==> src/rtl/decode_ctrl_stage.sv <==
// decode_ctrl_stage: registered MIPS decode/control stage between IF/ID and EX
// Ports: CLK/nRST clock and async active-low reset; instr/instr_valid from the IF/ID latch;
// ex_ready back-pressure from EX; flush squashes the instruction in decode; id_stall tells IF
// to hold instr; ex_* registered control word for EX; halt_seen/illegal sticky status;
// bubble_cnt saturating count of inserted bubbles.
module decode_ctrl_stage #(
    parameter int unsigned DATA_W    = 32,
    parameter int unsigned REG_AW    = 5,
    parameter int unsigned CNT_W     = 16,
    parameter bit          HAZARD_EN = 1'b1
) (
    input  logic              CLK,
    input  logic              nRST,
    input  logic [DATA_W-1:0] instr,
    input  logic              instr_valid,
    input  logic              ex_ready,
    input  logic              flush,
    output logic              id_stall,
    output logic              ex_valid,
    output logic [3:0]        ex_aluop,
    output logic              ex_regwrite,
    output logic              ex_dren,
    output logic              ex_dwen,
    output logic              ex_memtoreg,
    output logic              ex_alusrc,
    output logic              ex_halt,
    output logic [1:0]        ex_branch,
    output logic [1:0]        ex_jump,
    output logic [REG_AW-1:0] ex_rs,
    output logic [REG_AW-1:0] ex_rt,
    output logic [REG_AW-1:0] ex_wsel,
    output logic [DATA_W-1:0] ex_imm,
    output logic              halt_seen,
    output logic              illegal,
    output logic [CNT_W-1:0]  bubble_cnt
);
    localparam logic [3:0] ALU_SLL = 4'd0, ALU_SRL = 4'd1, ALU_ADD = 4'd2, ALU_SUB = 4'd3,
                           ALU_AND = 4'd4, ALU_OR = 4'd5, ALU_XOR = 4'd6, ALU_NOR = 4'd7,
                           ALU_SLT = 4'd8, ALU_SLTU = 4'd9;
    localparam logic [5:0] OP_R = 6'h00, OP_J = 6'h02, OP_JAL = 6'h03, OP_BEQ = 6'h04,
                           OP_BNE = 6'h05, OP_ADDI = 6'h08, OP_ADDIU = 6'h09, OP_SLTI = 6'h0A,
                           OP_SLTIU = 6'h0B, OP_ANDI = 6'h0C, OP_ORI = 6'h0D, OP_XORI = 6'h0E,
                           OP_LUI = 6'h0F, OP_LW = 6'h23, OP_SW = 6'h2B, OP_HALT = 6'h3F;
    localparam logic [5:0] F_SLL = 6'h00, F_SRL = 6'h02, F_JR = 6'h08, F_ADD = 6'h20,
                           F_ADDU = 6'h21, F_SUB = 6'h22, F_SUBU = 6'h23, F_AND = 6'h24,
                           F_OR = 6'h25, F_XOR = 6'h26, F_NOR = 6'h27, F_SLT = 6'h2A,
                           F_SLTU = 6'h2B;

    typedef struct packed {
        logic              valid;
        logic [3:0]        aluop;
        logic              regwrite, dren, dwen, memtoreg, alusrc, halt;
        logic [1:0]        branch, jump;
        logic [REG_AW-1:0] rs, rt, wsel;
        logic [DATA_W-1:0] imm;
    } ctrl_t;

    ctrl_t             ctrl_q, ctrl_d, dec;
    logic              halt_q, halt_d, ill_q, ill_d, bad, uses_rt, hazard, cnt_inc;
    logic [CNT_W-1:0]  cnt_q, cnt_d;
    logic [5:0]        op, fn;
    logic [REG_AW-1:0] rs, rt, rd;
    logic [DATA_W-1:0] sext, zext;

    assign op   = instr[31:26];
    assign fn   = instr[5:0];
    assign rs   = REG_AW'(instr[25:21]);
    assign rt   = REG_AW'(instr[20:16]);
    assign rd   = REG_AW'(instr[15:11]);
    assign sext = {{(DATA_W-16){instr[15]}}, instr[15:0]};
    assign zext = DATA_W'(instr[15:0]);

    always_comb begin
        dec       = '0;
        bad       = 1'b0;
        dec.valid = 1'b1;
        dec.aluop = ALU_ADD;
        dec.rs    = rs;
        dec.rt    = rt;
        dec.wsel  = rt;
        dec.imm   = sext;
        case (op)
            OP_R: begin
                dec.wsel     = rd;
                dec.regwrite = 1'b1;
                case (fn)
                    F_SLL:         begin dec.aluop = ALU_SLL; dec.imm = DATA_W'(instr[10:6]); end
                    F_SRL:         begin dec.aluop = ALU_SRL; dec.imm = DATA_W'(instr[10:6]); end
                    F_JR:          begin dec.regwrite = 1'b0; dec.jump = 2'b01; end
                    F_ADD, F_ADDU: dec.aluop = ALU_ADD;
                    F_SUB, F_SUBU: dec.aluop = ALU_SUB;
                    F_AND:         dec.aluop = ALU_AND;
                    F_OR:          dec.aluop = ALU_OR;
                    F_XOR:         dec.aluop = ALU_XOR;
                    F_NOR:         dec.aluop = ALU_NOR;
                    F_SLT:         dec.aluop = ALU_SLT;
                    F_SLTU:        dec.aluop = ALU_SLTU;
                    default:       bad = 1'b1;
                endcase
            end
            OP_J:              dec.jump = 2'b10;
            OP_JAL:            begin dec.jump = 2'b11; dec.regwrite = 1'b1; dec.wsel = REG_AW'(31); end
            OP_BEQ:            begin dec.branch = 2'b01; dec.aluop = ALU_SUB; end
            OP_BNE:            begin dec.branch = 2'b10; dec.aluop = ALU_SUB; end
            OP_ADDI, OP_ADDIU: begin dec.regwrite = 1'b1; dec.alusrc = 1'b1; end
            OP_SLTI:           begin dec.regwrite = 1'b1; dec.alusrc = 1'b1; dec.aluop = ALU_SLT; end
            OP_SLTIU:          begin dec.regwrite = 1'b1; dec.alusrc = 1'b1; dec.aluop = ALU_SLTU; end
            OP_ANDI:           begin dec.regwrite = 1'b1; dec.alusrc = 1'b1; dec.aluop = ALU_AND; dec.imm = zext; end
            OP_ORI:            begin dec.regwrite = 1'b1; dec.alusrc = 1'b1; dec.aluop = ALU_OR; dec.imm = zext; end
            OP_XORI:           begin dec.regwrite = 1'b1; dec.alusrc = 1'b1; dec.aluop = ALU_XOR; dec.imm = zext; end
            OP_LUI:            begin dec.regwrite = 1'b1; dec.alusrc = 1'b1; dec.imm = DATA_W'({instr[15:0], 16'h0000}); end
            OP_LW:             begin dec.regwrite = 1'b1; dec.dren = 1'b1; dec.memtoreg = 1'b1; dec.alusrc = 1'b1; end
            OP_SW:             begin dec.dwen = 1'b1; dec.alusrc = 1'b1; end
            OP_HALT:           dec.halt = 1'b1;
            default:           bad = 1'b1;
        endcase
    end

    // Only a load sitting in EX can create a load-use hazard; $0 never does.
    assign uses_rt  = (op == OP_R) | (op == OP_BEQ) | (op == OP_BNE) | (op == OP_SW);
    assign hazard   = HAZARD_EN & ctrl_q.valid & ctrl_q.dren & (ctrl_q.wsel != '0) &
                      ((ctrl_q.wsel == rs) | (uses_rt & (ctrl_q.wsel == rt)));
    assign id_stall = ~flush & (halt_q | ~ex_ready | (instr_valid & hazard));

    always_comb begin
        ctrl_d  = '0;
        cnt_inc = 1'b0;
        halt_d  = halt_q;
        ill_d   = ill_q;
        if (flush) cnt_inc = 1'b1;
        else if (halt_q) ctrl_d = '0;
        else if (!ex_ready) ctrl_d = ctrl_q;
        else if (instr_valid & hazard) cnt_inc = 1'b1;
        else if (instr_valid) begin
            ctrl_d = bad ? '0 : dec;
            ill_d  = ill_q | bad;
            halt_d = dec.halt & ~bad;
        end
        cnt_d = (cnt_inc & ~&cnt_q) ? cnt_q + 1'b1 : cnt_q;
    end

    always_ff @(posedge CLK or negedge nRST) begin
        if (!nRST) begin
            ctrl_q <= '0;
            halt_q <= 1'b0;
            ill_q  <= 1'b0;
            cnt_q  <= '0;
        end else begin
            ctrl_q <= ctrl_d;
            halt_q <= halt_d;
            ill_q  <= ill_d;
            cnt_q  <= cnt_d;
        end
    end

    assign ex_valid    = ctrl_q.valid;
    assign ex_aluop    = ctrl_q.aluop;
    assign ex_regwrite = ctrl_q.regwrite;
    assign ex_dren     = ctrl_q.dren;
    assign ex_dwen     = ctrl_q.dwen;
    assign ex_memtoreg = ctrl_q.memtoreg;
    assign ex_alusrc   = ctrl_q.alusrc;
    assign ex_halt     = ctrl_q.halt;
    assign ex_branch   = ctrl_q.branch;
    assign ex_jump     = ctrl_q.jump;
    assign ex_rs       = ctrl_q.rs;
    assign ex_rt       = ctrl_q.rt;
    assign ex_wsel     = ctrl_q.wsel;
    assign ex_imm      = ctrl_q.imm;
    assign halt_seen   = halt_q;
    assign illegal     = ill_q;
    assign bubble_cnt  = cnt_q;
endmodule

==> config.mk <==
export PLATFORM = sky130hd
export DESIGN_NAME = decode_ctrl_stage
export DESIGN_NICKNAME = d
export VERILOG_FILES = /design/src/rtl/decode_ctrl_stage.sv
export SDC_FILE = /design/constraint.sdc
export NUM_CORES = 1
export LEC_CHECK = 0
export BUFFER_PORTS_ARGS = -buffer_cell sky130_fd_sc_hd__buf_2
export CAP_MARGIN = 20
export CORE_AREA = 2 2 65 129
export CTS_CLUSTER_SIZE = 25
export DETAILED_ROUTE_END_ITERATION = 8
export DIE_AREA = 0 0 67 131
export GPL_ROUTABILITY_DRIVEN = 0
export GPL_TIMING_DRIVEN = 0
export PLACE_DENSITY = 0.82
export REMOVE_ABC_BUFFERS = 1
export SLEW_MARGIN = 20
export SYNTH_ARGS = -nofsm -noshare
export SYNTH_HDL_FRONTEND = slang
export SYNTH_SLANG_ARGS = --single-unit
export TNS_END_PERCENT = 1
==> constraint.sdc <==
create_clock -name CLK -period 2.5 [get_ports CLK]
set_clock_uncertainty 0.1 [all_clocks]
set_input_delay 0.125 -clock CLK [delete_from_list [all_inputs] [get_ports CLK]]
set_output_delay 0.125 -clock CLK [all_outputs]
set_load 0.05 [all_outputs]
==> flow_metrics.py <==
metrics = {
    "outcome": {
        "status": "complete, no violations",
    },
    "worst_setup_path": {
        "r2r.worst_path.cells": 10,
        "r2r_setup_slack_ps": 40,
        "crit_buf_inv": 3,
        "r2r-start": "ex_wsel[2]",
        "max_stage_delay_ps": 450,
        "crit_path_cell_trace": "xnor2_1 -> nand4_1 -> a2111oi_4 -> o21ai_2 -> nor3b_4 -> buf_6 -> buf_6 -> buf_8 -> o21ai_4 -> o21ai_0",
        "cp_num_cells": 10,
        "crit_slowest_cell": "dfrtp_1",
        "crit_top_cell": "buf_6",
        "critPathKind": "reg2reg",
        "cp_max_fo": 16,
        "worstPathArrival_ps": 2550,
        "cp_top_family": "compound AO/OA/AOI/OAI gates",
        "cp-start-kind": "register",
        "required_ps": 2600,
        "reg2reg_to": "ex_imm[22]",
        "end_kind": "register",
    },
    "global_routing": {
        "grt_antenna_before_repair": 0,
        "globalRouteTotalUtil_pct": 26.0,
        "grt_max_degree": 59,
        "grt_pass1_wl_mm": 17.3,
        "gr-total-overflow": 0,
        "grt_pass1_vias": 3576,
    },
    "layout": {
        "area_delta_synth_final_pct": 34.4,
        "drive_above_1_share_pct": 32.0,
        "layout_common_cells": "buf_2 (116), dfrtp_1 (77), nand2_1 (55), a22o_1 (33), a21oi_1 (25)",
        "nets": 564,
        "stdcell_area_um2": 5210,
        "final_common_cell": "buf_2",
        "final_util_pct": 66.6,
        "num_antenna_cells": 0,
    },
    "sta": {
        "finalSetupViolCount": 0,
        "fmax_mhz": 407,
        "final_max_slew_viol_count": 0,
        "finalCritPeriodShare_pct": 98.2,
        "fin_crit_ps": 2460,
        "finalHoldViolCount": 0,
        "hold-worst-slack_ps": 19.6,
        "relSlewSlack_pct": 56.0,
        "timing.setup.tns_ps": 0,
        "worst_pin_slew_ps": 657,
    },
    "synthesis": {
        "ys_top_cells_by_area": "dfrtp_1 (51%), a22o_1 (7.4%), nand2_1 (5.3%), a32o_1 (3.4%), a21oi_1 (3.2%)",
        "yosysSeqAreaShare_pct": 51.0,
        "yosys_warnings": 0,
        "synthArstFlopShare_pct": 100,
        "ys_ff_latch": 79,
        "synth_area_leader_cell": "dfrtp_1",
        "netlist_area_um2": 3880,
        "yosysUniqueCellTypes": 55,
        "synth_top_area_share_pct": 51.0,
        "ys.flop_type": "dfrtp_1",
        "syn-instance-count": 388,
        "synth-edff-count": 0,
        "avgSynthCellArea_um2": 10.0,
    },
    "die": {
        "core_area_um2": 7830,
        "ios": 118,
        "rows": 46,
        "die_x_um": 67,
        "initial_core_util_pct": 49.6,
        "die_h_um": 131,
        "dieArea_um2": 8780,
    },
    "worst_hold_path": {
        "worstHoldStart": "instr[26]",
        "hold_path.class": "in2reg",
        "hold_depth": 3,
        "holdPathEnd": "ex_branch[1]",
    },
    "clock_network": {
        "clk_pin_slew_ps": 60,
        "cts_root_buf": "clkbuf_16",
        "cts_buffers": 9,
        "clockBufferDepth": 2,
        "cts_num_sinks": 79,
        "cts_tree": "done",
        "insertion_delay_ps": 330,
        "htree_num_levels": 3,
    },
    "detailed_routing": {
        "ant_nets": 0,
        "dr.pass1.iters": 5,
        "wl_mm": 11.0,
        "drc": 0,
        "detail_route.vias_per_cell": 5.91,
        "vias": 3704,
        "wl_per_cell_um": 17.5,
        "first_iter_violations": 277,
    },
    "placement": {
        "placed_cell_area_um2": 4580,
        "hpwl_mm": 7.35,
        "portBuffers": 117,
    },
    "flow_run": {
        "maxCapViolCount": 0,
    },
    "pwr": {
        "power_uw": 3500,
        "power_leakage_uw": 0.00264,
        "ir_worst_vdd_uv": 803,
        "power_density_nw_per_um2": 672,
    },
}
through the flow:
stage / setup slack, ps / cells
after floorplan: -1820 / 364
after global placement: -3340 / 577
after detailed placement: -692 / 587
after CTS: -11.3 / 627
after global routing: -9.16 / 627
final: 44.0 / 627
layer usage:
| layer | routed length (um) | GRT usage (%) | vias to the layer above | part of all wire [%] |
|---|---|---|---|---|
| li1 | - | - | 1700 | - |
| met1 | 4590 | 33.3 | 1810 | 42 |
| met3 | 869 | 7.53 | 22 | 7.9 |
| met5 | 0 | 0 | - | 0 |
| met2 | 5190 | 40.0 | 172 | 47 |
| met4 | 318 | 12.6 | 0 | 2.9 |
worst min-delay path, stage by stage:
cell and delay [ps]:
buf_2 150, nand4_1 90, nand2_1 60
power breakdown:
group          switching, uW  total, uW  internal [uW]
registers               83.0       1430           1350
clock network            502       1350            852
logic                    502        718            216
total                   1090       3500           2420
how the worst max path moves through the flow:
stage,from,endpoint
after floorplan,halt_seen,ex_aluop[0]
after global placement,halt_seen,ex_halt
after detailed placement,instr[26],ex_imm[23]
after CTS,ex_wsel[4],ex_imm[23]
after global routing,ex_wsel[2],ex_imm[22]
final,ex_wsel[2],ex_imm[22]
sequential cells by signal, summed over array words and instances (netlist names), 2 cells and up:
| signal | count |
|---|---|
| bubble_cnt | 16 |
| ex_aluop | 4 |
| ex_branch | 2 |
| ex_imm | 32 |
| ex_jump | 2 |
| ex_rs | 5 |
| ex_rt | 5 |
| ex_wsel | 5 |
synthesized netlist by cell type, drive strengths merged, types with 2 or more instances:
library cell / instances
o21ai: 26
xor2: 8
a31o: 2
o31ai: 2
nand4: 9
o22ai: 4
nor4: 4
and2b: 2
mux2i: 2
a21o: 2
dfrtp: 79
inv: 10
clkbuf: 12
nand3b: 2
a22o: 33
buf: 12
nor3: 12
a2111oi: 2
a41oi: 2
and2: 4
nand3: 17
xnor2: 11
mux2: 3
nor2: 17
a21oi: 25
nor3b: 2
nand2: 55
a32o: 13
timing repair:
| action | in CTS | in global routing |
|---|---|---|
| pin swaps | 1 | 3 |
| endpoints found under the hold margin | 100 | 0 |
| resized for setup | 9 | 7 |
| hold buffers | 21 | 0 |
| setup endpoints to repair | 33 | 41 |
| buffers inserted | 2 | 0 |
| gates cloned | 1 | 0 |
logic make-up (layout without fill, tap and decap cells):
group	Yosys count	count (layout)	synth area share, %
adder cells (fa/ha/maj)	1	1	0.322
flip-flops	79	79	51.0
buffers and inverters	34	176	4.48
AND/OR/NAND/NOR	132	132	16.6
AO/OA/AOI/OAI	118	119	22.0
multiplexers	5	5	1.39
XOR/XNOR	19	19	4.29
layout make-up:
cell class	instances	area, um^2
inverters	10	37.5
flip-flops and latches	79	1980
multi-input cells	276	1840
repair buffers	150	923
fillers	637	2610
well taps	96	120
clock buffers	13	270
clock inverters	3	40.0
No activity file was read; power rests on OpenSTA's default activity.
